--- config.mk ---
export PLATFORM = sky130hd
export DESIGN_NAME = wishbone_nslave_interconnect_flat
export DESIGN_NICKNAME = d
export VERILOG_FILES = /design/src/rtl/wishbone_nslave_interconnect_if.sv /design/src/rtl/wishbone_nslave_interconnect.sv /design/src/flat_wrapper.sv
export SDC_FILE = /design/constraint.sdc
export NUM_CORES = 1
export LEC_CHECK = 0
export ABC_AREA = 1
export ABC_CLOCK_PERIOD_IN_PS = 4300
export CAP_MARGIN = 20
export CORE_AREA = 2 2 123 125
export DETAILED_ROUTE_END_ITERATION = 16
export DIE_AREA = 0 0 125 127
export GPL_TIMING_DRIVEN = 0
export PLACE_DENSITY = 0.67
export RECOVER_POWER = 25
export SLEW_MARGIN = 20
export SYNTH_ARGS = -nofsm -noshare
export SYNTH_HDL_FRONTEND = slang
export SYNTH_SLANG_ARGS = --single-unit
--- constraint.sdc ---
create_clock -name clk -period 4.3 [get_ports clk]
set_input_delay 0.645 -clock clk [delete_from_list [all_inputs] [get_ports clk]]
set_output_delay 0.645 -clock clk [all_outputs]
set_load 0.01 [all_outputs]
--- src/rtl/wishbone_nslave_interconnect_if.sv ---
// Bus bundle between one Wishbone master, the interconnect and N slaves.
// The "slave" modport is the interconnect's view; "master" is everything around it.
interface wishbone_nslave_interconnect_if #(
  parameter int NUM_SLAVES = 4,
  parameter int ADDR_WIDTH = 32,
  parameter int DATA_WIDTH = 32
);
  logic                             m_we_i;
  logic                             m_cyc_i;
  logic                             m_stb_i;
  logic [ADDR_WIDTH-1:0]            m_adr_i;
  logic [DATA_WIDTH-1:0]            m_dat_i;
  logic [DATA_WIDTH-1:0]            m_dat_o;
  logic                             m_ack_o;
  logic                             m_err_o;
  logic                             m_int_o;
  logic [NUM_SLAVES-1:0]            s_we_o;
  logic [NUM_SLAVES-1:0]            s_cyc_o;
  logic [NUM_SLAVES-1:0]            s_stb_o;
  logic [ADDR_WIDTH-1:0]            s_adr_o;
  logic [DATA_WIDTH-1:0]            s_dat_o;
  logic [NUM_SLAVES*DATA_WIDTH-1:0] s_dat_i;
  logic [NUM_SLAVES-1:0]            s_ack_i;
  logic [NUM_SLAVES-1:0]            s_int_i;

  modport master (
    output m_we_i, m_cyc_i, m_stb_i, m_adr_i, m_dat_i,
    input  m_dat_o, m_ack_o, m_err_o, m_int_o,
    input  s_we_o, s_cyc_o, s_stb_o, s_adr_o, s_dat_o,
    output s_dat_i, s_ack_i, s_int_i
  );

  modport slave (
    input  m_we_i, m_cyc_i, m_stb_i, m_adr_i, m_dat_i,
    output m_dat_o, m_ack_o, m_err_o, m_int_o,
    output s_we_o, s_cyc_o, s_stb_o, s_adr_o, s_dat_o,
    input  s_dat_i, s_ack_i, s_int_i
  );
endinterface

--- src/rtl/wishbone_nslave_interconnect.sv ---
// Single-master, N-slave Wishbone classic interconnect: address-field decode, registered
// handshake, timeout/unmapped error abort and registered interrupt aggregation.
module wishbone_nslave_interconnect #(
  parameter int NUM_SLAVES     = 4,
  parameter int ADDR_WIDTH     = 32,
  parameter int DATA_WIDTH     = 32,
  parameter int SEL_MSB        = 31,
  parameter int SEL_LSB        = 24,
  parameter int TIMEOUT_CYCLES = 64
) (
  input logic                         clk,
  input logic                         rst,
  wishbone_nslave_interconnect_if.slave bus
);

  localparam int IDX_W = (NUM_SLAVES > 1) ? $clog2(NUM_SLAVES) : 1;
  localparam int CNT_W = $clog2(TIMEOUT_CYCLES);

  typedef enum logic [1:0] {IDLE, ACTIVE, RELEASE} state_t;

  state_t                state;
  logic [IDX_W-1:0]      sel_idx;
  logic [CNT_W-1:0]      timeout_cnt;
  logic [31:0]           req_sel;
  logic                  req_mapped;
  logic [NUM_SLAVES-1:0] req_onehot;
  logic [DATA_WIDTH-1:0] sel_dat;
  logic                  sel_ack;
  logic [ADDR_WIDTH-1:0] masked_adr;

  assign req_sel    = 32'(bus.m_adr_i[SEL_MSB:SEL_LSB]);
  assign req_mapped = (req_sel < NUM_SLAVES);

  // Slaves see the address with the select field zeroed so each decodes from offset 0.
  always_comb begin
    masked_adr = bus.m_adr_i;
    masked_adr[SEL_MSB:SEL_LSB] = '0;
  end

  assign bus.s_adr_o = masked_adr;
  assign bus.s_dat_o = bus.m_dat_i;

  always_comb begin
    req_onehot = '0;
    sel_dat    = '0;
    sel_ack    = 1'b0;
    for (int k = 0; k < NUM_SLAVES; k++) begin
      req_onehot[k] = (req_sel == k);
      if (sel_idx == IDX_W'(k)) begin
        sel_dat = bus.s_dat_i[k*DATA_WIDTH +: DATA_WIDTH];
        sel_ack = bus.s_ack_i[k];
      end
    end
  end

  always_ff @(posedge clk) begin
    if (rst) begin
      state       <= IDLE;
      sel_idx     <= '0;
      timeout_cnt <= '0;
      bus.s_cyc_o <= '0;
      bus.s_stb_o <= '0;
      bus.s_we_o  <= '0;
      bus.m_ack_o <= 1'b0;
      bus.m_err_o <= 1'b0;
      bus.m_dat_o <= '0;
      bus.m_int_o <= 1'b0;
    end else begin
      bus.m_int_o <= |bus.s_int_i;
      bus.m_ack_o <= 1'b0;
      bus.m_err_o <= 1'b0;
      case (state)
        IDLE: begin
          if (bus.m_cyc_i && bus.m_stb_i) begin
            if (req_mapped) begin
              sel_idx     <= IDX_W'(req_sel);
              timeout_cnt <= CNT_W'(TIMEOUT_CYCLES - 1);
              bus.s_cyc_o <= req_onehot;
              bus.s_stb_o <= req_onehot;
              bus.s_we_o  <= bus.m_we_i ? req_onehot : '0;
              state       <= ACTIVE;
            end else begin
              bus.m_err_o <= 1'b1;
              state       <= RELEASE;
            end
          end
        end
        ACTIVE: begin
          // Master abort takes precedence; an ack on the last count cycle still beats the timeout.
          if (!bus.m_cyc_i) begin
            bus.s_cyc_o <= '0;
            bus.s_stb_o <= '0;
            bus.s_we_o  <= '0;
            state       <= IDLE;
          end else if (sel_ack) begin
            bus.s_cyc_o <= '0;
            bus.s_stb_o <= '0;
            bus.s_we_o  <= '0;
            bus.m_ack_o <= 1'b1;
            bus.m_dat_o <= sel_dat;
            state       <= RELEASE;
          end else if (timeout_cnt == '0) begin
            bus.s_cyc_o <= '0;
            bus.s_stb_o <= '0;
            bus.s_we_o  <= '0;
            bus.m_err_o <= 1'b1;
            bus.m_dat_o <= '0;
            state       <= RELEASE;
          end else begin
            timeout_cnt <= timeout_cnt - CNT_W'(1);
          end
        end
        RELEASE: begin
          if (!bus.m_stb_i) begin
            state <= IDLE;
          end
        end
        default: state <= IDLE;
      endcase
    end
  end

endmodule

--- src/flat_wrapper.sv ---
// flat-port wrapper written by rule: the top's interface ports become plain ports
module wishbone_nslave_interconnect_flat 
#(
  parameter int NUM_SLAVES     = 4,
  parameter int ADDR_WIDTH     = 32,
  parameter int DATA_WIDTH     = 32,
  parameter int SEL_MSB        = 31,
  parameter int SEL_LSB        = 24,
  parameter int TIMEOUT_CYCLES = 64
)
  (clk, rst, bus_m_we_i, bus_m_cyc_i, bus_m_stb_i, bus_m_adr_i, bus_m_dat_i, bus_m_dat_o, bus_m_ack_o, bus_m_err_o, bus_m_int_o, bus_s_we_o, bus_s_cyc_o, bus_s_stb_o, bus_s_adr_o, bus_s_dat_o, bus_s_dat_i, bus_s_ack_i, bus_s_int_i);
  wishbone_nslave_interconnect_if #(.NUM_SLAVES(NUM_SLAVES), .ADDR_WIDTH(ADDR_WIDTH), .DATA_WIDTH(DATA_WIDTH)) bus_i ();
  input logic clk;
  input logic rst;
  input wire logic [$bits(bus_i.m_we_i)-1:0] bus_m_we_i;
  input wire logic [$bits(bus_i.m_cyc_i)-1:0] bus_m_cyc_i;
  input wire logic [$bits(bus_i.m_stb_i)-1:0] bus_m_stb_i;
  input wire logic [$bits(bus_i.m_adr_i)-1:0] bus_m_adr_i;
  input wire logic [$bits(bus_i.m_dat_i)-1:0] bus_m_dat_i;
  output wire logic [$bits(bus_i.m_dat_o)-1:0] bus_m_dat_o;
  output wire logic [$bits(bus_i.m_ack_o)-1:0] bus_m_ack_o;
  output wire logic [$bits(bus_i.m_err_o)-1:0] bus_m_err_o;
  output wire logic [$bits(bus_i.m_int_o)-1:0] bus_m_int_o;
  output wire logic [$bits(bus_i.s_we_o)-1:0] bus_s_we_o;
  output wire logic [$bits(bus_i.s_cyc_o)-1:0] bus_s_cyc_o;
  output wire logic [$bits(bus_i.s_stb_o)-1:0] bus_s_stb_o;
  output wire logic [$bits(bus_i.s_adr_o)-1:0] bus_s_adr_o;
  output wire logic [$bits(bus_i.s_dat_o)-1:0] bus_s_dat_o;
  input wire logic [$bits(bus_i.s_dat_i)-1:0] bus_s_dat_i;
  input wire logic [$bits(bus_i.s_ack_i)-1:0] bus_s_ack_i;
  input wire logic [$bits(bus_i.s_int_i)-1:0] bus_s_int_i;
  assign bus_i.m_we_i = bus_m_we_i;
  assign bus_i.m_cyc_i = bus_m_cyc_i;
  assign bus_i.m_stb_i = bus_m_stb_i;
  assign bus_i.m_adr_i = bus_m_adr_i;
  assign bus_i.m_dat_i = bus_m_dat_i;
  assign bus_m_dat_o = bus_i.m_dat_o;
  assign bus_m_ack_o = bus_i.m_ack_o;
  assign bus_m_err_o = bus_i.m_err_o;
  assign bus_m_int_o = bus_i.m_int_o;
  assign bus_s_we_o = bus_i.s_we_o;
  assign bus_s_cyc_o = bus_i.s_cyc_o;
  assign bus_s_stb_o = bus_i.s_stb_o;
  assign bus_s_adr_o = bus_i.s_adr_o;
  assign bus_s_dat_o = bus_i.s_dat_o;
  assign bus_i.s_dat_i = bus_s_dat_i;
  assign bus_i.s_ack_i = bus_s_ack_i;
  assign bus_i.s_int_i = bus_s_int_i;
  wishbone_nslave_interconnect #(.NUM_SLAVES(NUM_SLAVES), .ADDR_WIDTH(ADDR_WIDTH), .DATA_WIDTH(DATA_WIDTH), .SEL_MSB(SEL_MSB), .SEL_LSB(SEL_LSB), .TIMEOUT_CYCLES(TIMEOUT_CYCLES)) u_core (.clk(clk), .rst(rst), .bus(bus_i));
endmodule
== After elaboration in Yosys (flattened, before gate mapping) ==
Index checks and enable logic that the tools add are counted.
Storage, ports and cells
  bits in registers: 53
  output and inout port bits: 111
Operators by class
  bitwise gates (word level): 2
  order comparisons: 1
  multiplexer cells: 40
  reductions and logical operators: 14
  eq/ne operators: 15
  add/sub/neg operators: 1
Operators with widths (number)
  32-bit two-way mux: 6
  32-bit zero test: 1
  4-bit two-way mux: 8
  6-bit two-way mux: 5
  8-bit by 2-bit equality test with 1-bit output, second input constant: 2
  4-bit one-hot mux with 2 select lines: 2
  2-bit two-way mux: 6
  6-bit one-hot mux with 2 select lines: 1
  1-bit two-way mux: 10
  3-bit AND reduction: 3
  8-bit by 1-bit equality test with 1-bit output, second input constant: 1
  8-bit by 3-bit less-than comparator with 1-bit output, second input constant: 1
  2-bit != test, second input constant: 4
  2-bit equality test, second input constant: 3
  6-bit zero test: 1
  2-bit one-hot mux with 3 select lines: 1
  6-bit AND reduction: 1
  6-bit by 1-bit subtractor with 6-bit output, second input constant: 1
  2-bit by 1-bit equality test with 1-bit output, second input constant: 2
  2-bit zero test: 2
  2-bit by 1-bit != test with 1-bit output, second input constant: 2
  4-bit by 2-bit != test with 1-bit output, second input constant: 1
  4-bit AND reduction: 1
  2-bit nonzero test: 2
  other kinds (5): 6

== Longest topological paths before layout ==
Gate-level depths: netlist of run 1.
  depth after elaboration: 8
  depth in mapped cells: 10

== Worst setup path before layout of run 1 ==
Ideal clock, no wire load.
  path kind: input to register
  start: in bus_m_adr_i[31]
  end: reg u_core.bus.s_cyc_o[0]
  path buffers: 0
  stages: 8
  arrival: 1.595 ns
  data required time: 4.168 ns
  slack: 2.573 ns
  cell sequence: nor2_1 > nand2_1 > inv_1 > nand2_1 > a21oi_2 > nand2_2 > nand2_1 > a21oi_1
Between the ends
  cells in the longest elaborated chain, start to end: 4
RTL lines
  start, declared: line flat_wrapper.sv:18  | input wire logic [$bits(bus_i.m_adr_i)-1:0] bus_m_adr_i;
  parallel branches: the longest is 4 deep, another holds 8-bit by 3-bit less-than comparator with 1-bit output
  end signal, assigned: line wishbone_nslave_interconnect.sv:78  | bus.s_cyc_o <= req_onehot;
  end, declared: line wishbone_nslave_interconnect_if.sv:36  | output s_we_o, s_cyc_o, s_stb_o, s_adr_o, s_dat_o,
Parallel ways; which one is timed is not known. The select of a mux whose other input is x is not followed.
A chain may end at the register's enable or synchronous reset.

== Worst setup path after layout of run 1 ==
  start: in bus_m_adr_i[29]
  end: reg u_core.bus.s_cyc_o[2]
Between the ends
  cells in the longest elaborated chain, start to end: 4
RTL lines
  parallel branches: the longest is 4 deep, another holds 8-bit by 3-bit less-than comparator with 1-bit output
Parallel ways; which one is timed is not known. The select of a mux whose other input is x is not followed.

==> results.sh, run 1 <==
export IMPL_hold_path_endpoint="u_core.bus.m_dat_o[19]$_SDFFE_PP0P_"
export IMPL_htreeDepth=2
export IMPL_syn_area_per_cell_um2=6.292
export IMPL_setup_viol=0
export IMPL_synth_async_sr_flop_share_pct=0
export IMPL_crit_path_max_fanout=9
export IMPL_die_x_um=125
export IMPL_postRouteAntennaNets=0
export IMPL_crit_chain="dlygate4sd3_1 > nor2_1 > nand2_1 > inv_1 > nand2_1 > a21oi_2 > nand2_2 > nand2_1 > a21oi_1"
export IMPL_placedCellCount=1035
export IMPL_clock_latency_ns=0.30
export IMPL_synth_cells=594
export IMPL_cts_buffers=5
export IMPL_fp_coreArea_mm2=0.01442
export IMPL_yosysTopAreaCell="dfxtp_1"
export IMPL_period_share_pct=53.15
export IMPL_tightest_slew_ns=0.6103
export IMPL_routedWlPerCell_um=14.79
export IMPL_die_area_mm2=0.01588
export IMPL_holdBufCountCts=0
export IMPL_firstDrtPassIters=4
export IMPL_max_freq_mhz=437.6
export IMPL_worstSetupPathType="input port to register"
export IMPL_pin_count=316
export IMPL_period_minus_slack_ns=2.285
export IMPL_leakage_nw=2.870
export IMPL_path_delay_family="buffers and inverters"
export IMPL_critPathArrivalTime_ns=2.45
export IMPL_slew_headroom_pct=59.31
export IMPL_hold_viol=0
export IMPL_synth_flop_cell="dfxtp_1"
export IMPL_yosys_top_cells_area="dfxtp_1, buf_4, nand2_1"
export IMPL_rows=44
export IMPL_grt_max_degree=17
export IMPL_cts_tree="built"
export IMPL_yosysTopAreaCellShare_pct=28.39
export IMPL_start_kind="input port"
export IMPL_hold_depth=2
export IMPL_clock_sinks=53
export IMPL_register_area_mm2=0.001061
export IMPL_cp_end_kind="register"
export IMPL_ys_seq_elements=53
export IMPL_nets=1065
export IMPL_rsz0062_at_grt="false"
export IMPL_status="finished clean"
export IMPL_tns_ns=0
export IMPL_cts_resized=0
export IMPL_slowest_stage="dlygate4sd3_1"
export IMPL_post_cts_setup_buffers=0
export IMPL_place_port_buffers=250
export IMPL_ir_drop_uv=152.7
export IMPL_routed_via_density=4.463
export IMPL_cp_buffers_inverters=2
export IMPL_final_cells=1043
export IMPL_diodes=0
export IMPL_dieHeight_um=127
export IMPL_cts_buffer_depth=2
export IMPL_cts_clk_slew_worst_paths_ns=0.07
export IMPL_max_cap_viol_count=0
export IMPL_crit_path_frequent_cell="nand2_1"
export IMPL_dpl_hpwl_um=12820
export IMPL_grt_pass1_wl_um=23470
export IMPL_drcViolationCount=0
export IMPL_synth_most_common_cell="nand2_1"
export IMPL_fin_skew_ns=0.004110
export IMPL_vias=4655
export IMPL_drt_iter0_markers=188
export IMPL_fillers=1520
export IMPL_hold_path_class="register to register"
export IMPL_ys_seq_area_share_pct=28.39
export IMPL_worst_path_stages=9
export IMPL_ys_types=30
export IMPL_overflow=0
export IMPL_critPathMaxStageDelay_ns=0.53
export IMPL_drive_above_1_share_pct=13.15
export IMPL_pwr_density_cell_mw_per_mm2=184.3
export IMPL_rr_startpoint="u_core.sel_idx[1]$_SDFFE_PP0P_"
export IMPL_rrSetupSlack_ns=2.28
export IMPL_multi_input_comb_area_mm2=0.001884
export IMPL_r2r_end="u_core.bus.m_dat_o[1]$_SDFFE_PP0P_"
export IMPL_crit_required_ns=4.46
export IMPL_synthTopCellsByCount="nand2_1, buf_4, nand3_1, nor2_1, dfxtp_1"
export IMPL_clock_root_buffer="clkbuf_16"
export IMPL_synth_area_mm2=0.003737
export IMPL_drt_wl_total_um=15420
export IMPL_synth_edf_count=0
export IMPL_antenna_found_initial=0
export IMPL_place_congestion=0.8436
export IMPL_ys_warn_count=0
export IMPL_grt_usage_pct=18.52
export IMPL_grt_pass1_vias=4527
export IMPL_reg2reg_depth=7
export IMPL_area_growth_pct=77.67
export IMPL_start_util_pct=25.91
export IMPL_min_from="u_core.bus.m_dat_o[19]$_SDFFE_PP0P_"
export IMPL_slew_violations=0
[metrics by stage]
step	power (mW)	worst slack (ns)	hold WS [ns]	util [%]	area [µm²]
floorplan	0.6201	2.573	0.4550	-	3764
global placement	0.8296	1.845	0.4485	45.04	6496
detailed placement	0.8314	1.833	0.4544	45.04	6496
CTS	1.238	2.139	0.4644	46.04	6640
global route	1.279	1.828	0.4791	46.04	6640
finish	1.224	2.015	0.4603	46.04	6640
[routing by layer]
metal | global-route usage, % | wire [µm] | vias up
met5 | 0 | 0 | -
met4 | 5.033 | 342 | 0
met3 | 4.648 | 1120 | 24
met2 | 32.61 | 7388 | 197
met1 | 22.55 | 6572 | 2071
li1 | - | - | 2363
[power by group]
| group | switching [mW] | internal [mW] | leakage (nW) | total (mW) |
|---|---|---|---|---|
| sequential | 0.00127 | 0.493 | 0.427 | 0.494 |
| clock | 0.189 | 0.217 | 0.0631 | 0.406 |
| combinational | 0.104 | 0.220 | 2.38 | 0.324 |
[flip-flops by register name, summed over array words and instances, names as in the netlist]
register,flops
u_core.state,2
u_core.timeout_cnt,6
u_core.bus.m_ack_o,1
u_core.bus.m_dat_o,32
u_core.bus.s_cyc_o,4
u_core.sel_idx,2
u_core.bus.m_err_o,1
u_core.bus.s_we_o,4
u_core.bus.m_int_o,1
[how the worst max path moves through the flow]
stage	from	endpoint	slack (ns)
3_5_place_dp	bus_m_adr_i[27]	u_core.timeout_cnt[3]$_SDFFE_PP0P_	1.83
3_3_place_gp	bus_m_adr_i[27]	u_core.timeout_cnt[4]$_SDFFE_PP0P_	1.85
2_1_floorplan	bus_m_adr_i[31]	u_core.bus.s_cyc_o[0]$_SDFFE_PP0P_	2.57
4_1_cts	bus_m_adr_i[27]	u_core.timeout_cnt[3]$_SDFFE_PP0P_	2.14
6_report	bus_m_adr_i[29]	u_core.bus.s_cyc_o[2]$_SDFFE_PP0P_	2.01
5_1_grt	bus_m_adr_i[29]	u_core.bus.s_cyc_o[1]$_SDFFE_PP0P_	1.83
[tightest hold or removal path, stage by stage (launching register included)]
cell and delay [ns]:
dfxtp_1 0.31, nand2_1 0.06, a21oi_1 0.05
[cells in the final DEF (no fill, tap or decap), drive strengths merged]
cell	count
nor3	2
a31o	2
ha	2
clkbuf	22
o21ai	47
a31oi	4
o2111ai	3
dlygate4sd3	37
nand2	140
nand3	61
nor4	1
a21oi	50
dfxtp	53
nand4	6
nor2	63
clkinvlp	2
buf	79
clkdlybuf4s50	213
conb	8
or2	16
inv	47
clkinv	1
[final cells by class]
| type | count | share of cell area (%) |
|---|---|---|
| clock buffer | 6 | 1.941 |
| clock inverter | 2 | 0.2261 |
| buffer | 95 | 9.610 |
| inverter | 48 | 2.713 |
| tap | 184 | 3.467 |
| timing repair buffer | 250 | 37.69 |
| sequential | 53 | 15.98 |
| multi-input combinational | 405 | 28.38 |
[cells by family (layout without fill, tap and decap cells)]
logic type | after synthesis | in the layout | share of synthesized area, %
simple gates | 289 | 289 | 34.01
flops | 53 | 53 | 28.39
compound gates | 106 | 106 | 14.93
fa+ha+maj | 2 | 2 | 0.6695
other cells | 1 | 8 | 0.1003
buf+inv | 143 | 401 | 21.89
No activity file was read; power rests on OpenSTA's default activity.
==> run 2, diff against run 1 <==
- ABC_CLOCK_PERIOD_IN_PS: 4300 -> 1900
- CORE_AREA: 2 2 123 125 -> 2 2 122 124
- DIE_AREA: 0 0 125 127 -> 0 0 124 126
- PLACE_DENSITY: 0.67 -> 0.71
- clock period: 4.3 -> 1.9 ns (I/O delays scaled with it)
==> results.sh, run 2 (same netlist as run 1, synthesis figures left out) <==
export IMPL_hold_path_endpoint="u_core.bus.s_we_o[1]$_SDFFE_PP0P_"
export IMPL_ir_drop_uv=391.0
export IMPL_grt_pass1_wl_um=22910
export IMPL_routedWlPerCell_um=14.97
export IMPL_clock_latency_ns=0.30
export IMPL_nets=1068
export IMPL_cts_buffers=5
export IMPL_comb_power_share_pct=26.2
export IMPL_leakage_nw=2.806
export IMPL_reg2reg_depth=9
export IMPL_die_area_mm2=0.01562
export IMPL_pin_count=316
export IMPL_min_from="rst"
export IMPL_setup_ws_ns=0.1628
export IMPL_tns_ns=0
export IMPL_rr_startpoint="u_core.sel_idx[1]$_SDFFE_PP0P_"
export IMPL_drive_above_1_share_pct=14.39
export IMPL_regMostFlops="u_core.bus.m_dat_o"
export IMPL_area_growth_pct=79.28
export IMPL_hold_viol=0
export IMPL_clock_sinks=53
export IMPL_largest_reg_flops=32
export IMPL_drcViolationCount=0
export IMPL_cts_buffer_depth=2
export IMPL_postRouteAntennaNets=0
export IMPL_rows=44
export IMPL_cts_tree="built"
export IMPL_firstDrtPassIters=4
export IMPL_grt_pass1_vias=4479
export IMPL_start_kind="register"
export IMPL_mostFrequentLayoutCells="clkdlybuf4s50_1, nand2_1, buf_4"
export IMPL_postPlaceCellArea_mm2=0.006496
export IMPL_drt_wl_total_um=15660
export IMPL_final_common_cell="clkdlybuf4s50_1"
export IMPL_hold_depth=2
export IMPL_place_congestion=0.8608
export IMPL_final_cell_area_mm2=0.006700
export IMPL_place_ws_ns=-0.2264
export IMPL_start_util_pct=26.11
export IMPL_period_share_pct=91.43
export IMPL_max_cap_viol_count=0
export IMPL_hold_path_class="input port to register"
export IMPL_multi_input_comb_area_mm2=0.001907
export IMPL_worstSetupPathType="register to register"
export IMPL_critPathArrivalTime_ns=1.96
export IMPL_dieHeight_um=126
export IMPL_routed_via_density=4.452
export IMPL_slew_violations=0
export IMPL_vias=4657
export IMPL_swShare_pct=24.28
export IMPL_final_core_util_pct=46.81
export IMPL_seqPwrFrac_pct=40.5
export IMPL_p_int_mw=2.089
export IMPL_r2r_end="u_core.bus.m_dat_o[20]$_SDFFE_PP0P_"
export IMPL_htreeDepth=2
export IMPL_fin_hold_ws_ns=0.3551
export IMPL_slew_headroom_pct=58.94
export IMPL_tightest_slew_ns=0.6159
export IMPL_dpl_hpwl_um=12830
export IMPL_place_port_buffers=250
export IMPL_fin_skew_ns=0.007799
export IMPL_grt_usage_pct=19.11
export IMPL_clkPwrFrac_pct=33.3
export IMPL_diodes=0
export IMPL_antenna_found_initial=0
export IMPL_rrSetupSlack_ns=0.16
export IMPL_grt_max_degree=18
export IMPL_p_sw_mw=0.6701
export IMPL_cp_end_kind="register"
export IMPL_period_minus_slack_ns=1.737
export IMPL_max_freq_mhz=575.6
export IMPL_fp_coreArea_mm2=0.01431
export IMPL_overflow=0
export IMPL_crit_required_ns=2.13
export IMPL_drt_iter0_markers=282
export IMPL_clock_root_buffer="clkbuf_16"
export IMPL_reg_top3="u_core.bus.m_dat_o: 32 flops, u_core.timeout_cnt: 6 flops"
export IMPL_setup_viol=0
export IMPL_pwr_density_cell_mw_per_mm2=411.8
export IMPL_register_area_mm2=0.001062
export IMPL_crit_path_max_fanout=10
export IMPL_cts_clk_slew_worst_paths_ns=0.07
export IMPL_status="finished clean"
export IMPL_die_x_um=124
export IMPL_fillers=1493
-- run 2: layout make-up --
cell class,instances,share of cell area [%]
Timing Repair Buffer,253,37.68
Multi-Input combinational cell,405,28.46
Sequential cell,53,15.85
Buffer,95,9.673
Tap cell,184,3.436
Inverter,48,2.689
Clock buffer,5,1.867
Clock inverter,3,0.3361
-- run 2: power by group through the flow --
stage	Clock, mW	Sequential, mW	Combinational, mW
6_report	0.919	1.12	0.723
5_1_grt	0.988	1.12	0.779
3_5_place_dp	0	1.14	0.740
3_3_place_gp	0	1.14	0.737
4_1_cts	0.957	1.12	0.745
2_1_floorplan	0	1.14	0.259
-- run 2: layer usage --
metal	vias up	routed length [µm]	GRT usage, %
li1	2381	-	-
met1	2031	6132	22.24
met2	225	7453	33.78
met3	20	1742	5.299
met4	0	334	5.618
met5	-	0	0
-- run 2: worst max-delay path, cell delays in order (launching register included) --
cell	delay [ns]
dfxtp_1	0.31
clkbuf_4	0.21
nand2_4	0.12
or2_1	0.26
nand2_4	0.16
nand2_2	0.06
nand2_2	0.11
clkbuf_4	0.24
nand2_1	0.07
a21oi_1	0.12
-- run 2: through the flow --
step                cells  power [mW]
floorplan             601       1.403
global placement     1035       1.880
detailed placement   1035       1.884
CTS                  1043       2.818
global route         1046       2.884
finish               1046       2.759
-- run 2: repair_timing --
item / in CTS / in global routing
hold endpoints to repair: 0 / 0
buffers inserted: 0 / 3
endpoints found under the setup margin: 2 / 43
pin swaps: 0 / 2
resized for setup: 2 / 14
hold buffers: 0 / 0
-- run 2: worst max-delay path by stage --
stage	from	endpoint	slack, ns	cells past startpoint
finish	u_core.sel_idx[1]$_SDFFE_PP0P_	u_core.bus.m_dat_o[20]$_SDFFE_PP0P_	0.16	9
global route	u_core.sel_idx[1]$_SDFFE_PP0P_	u_core.bus.m_dat_o[20]$_SDFFE_PP0P_	-0.01	9
CTS	u_core.sel_idx[1]$_SDFFE_PP0P_	u_core.bus.m_dat_o[20]$_SDFFE_PP0P_	0.02	9
detailed placement	bus_m_adr_i[27]	u_core.timeout_cnt[4]$_SDFFE_PP0P_	-0.23	8
global placement	bus_m_adr_i[27]	u_core.timeout_cnt[5]$_SDFFE_PP0P_	-0.18	8
floorplan	u_core.sel_idx[1]$_SDFFE_PP0P_	u_core.bus.m_dat_o[2]$_SDFFE_PP0P_	0.37	10
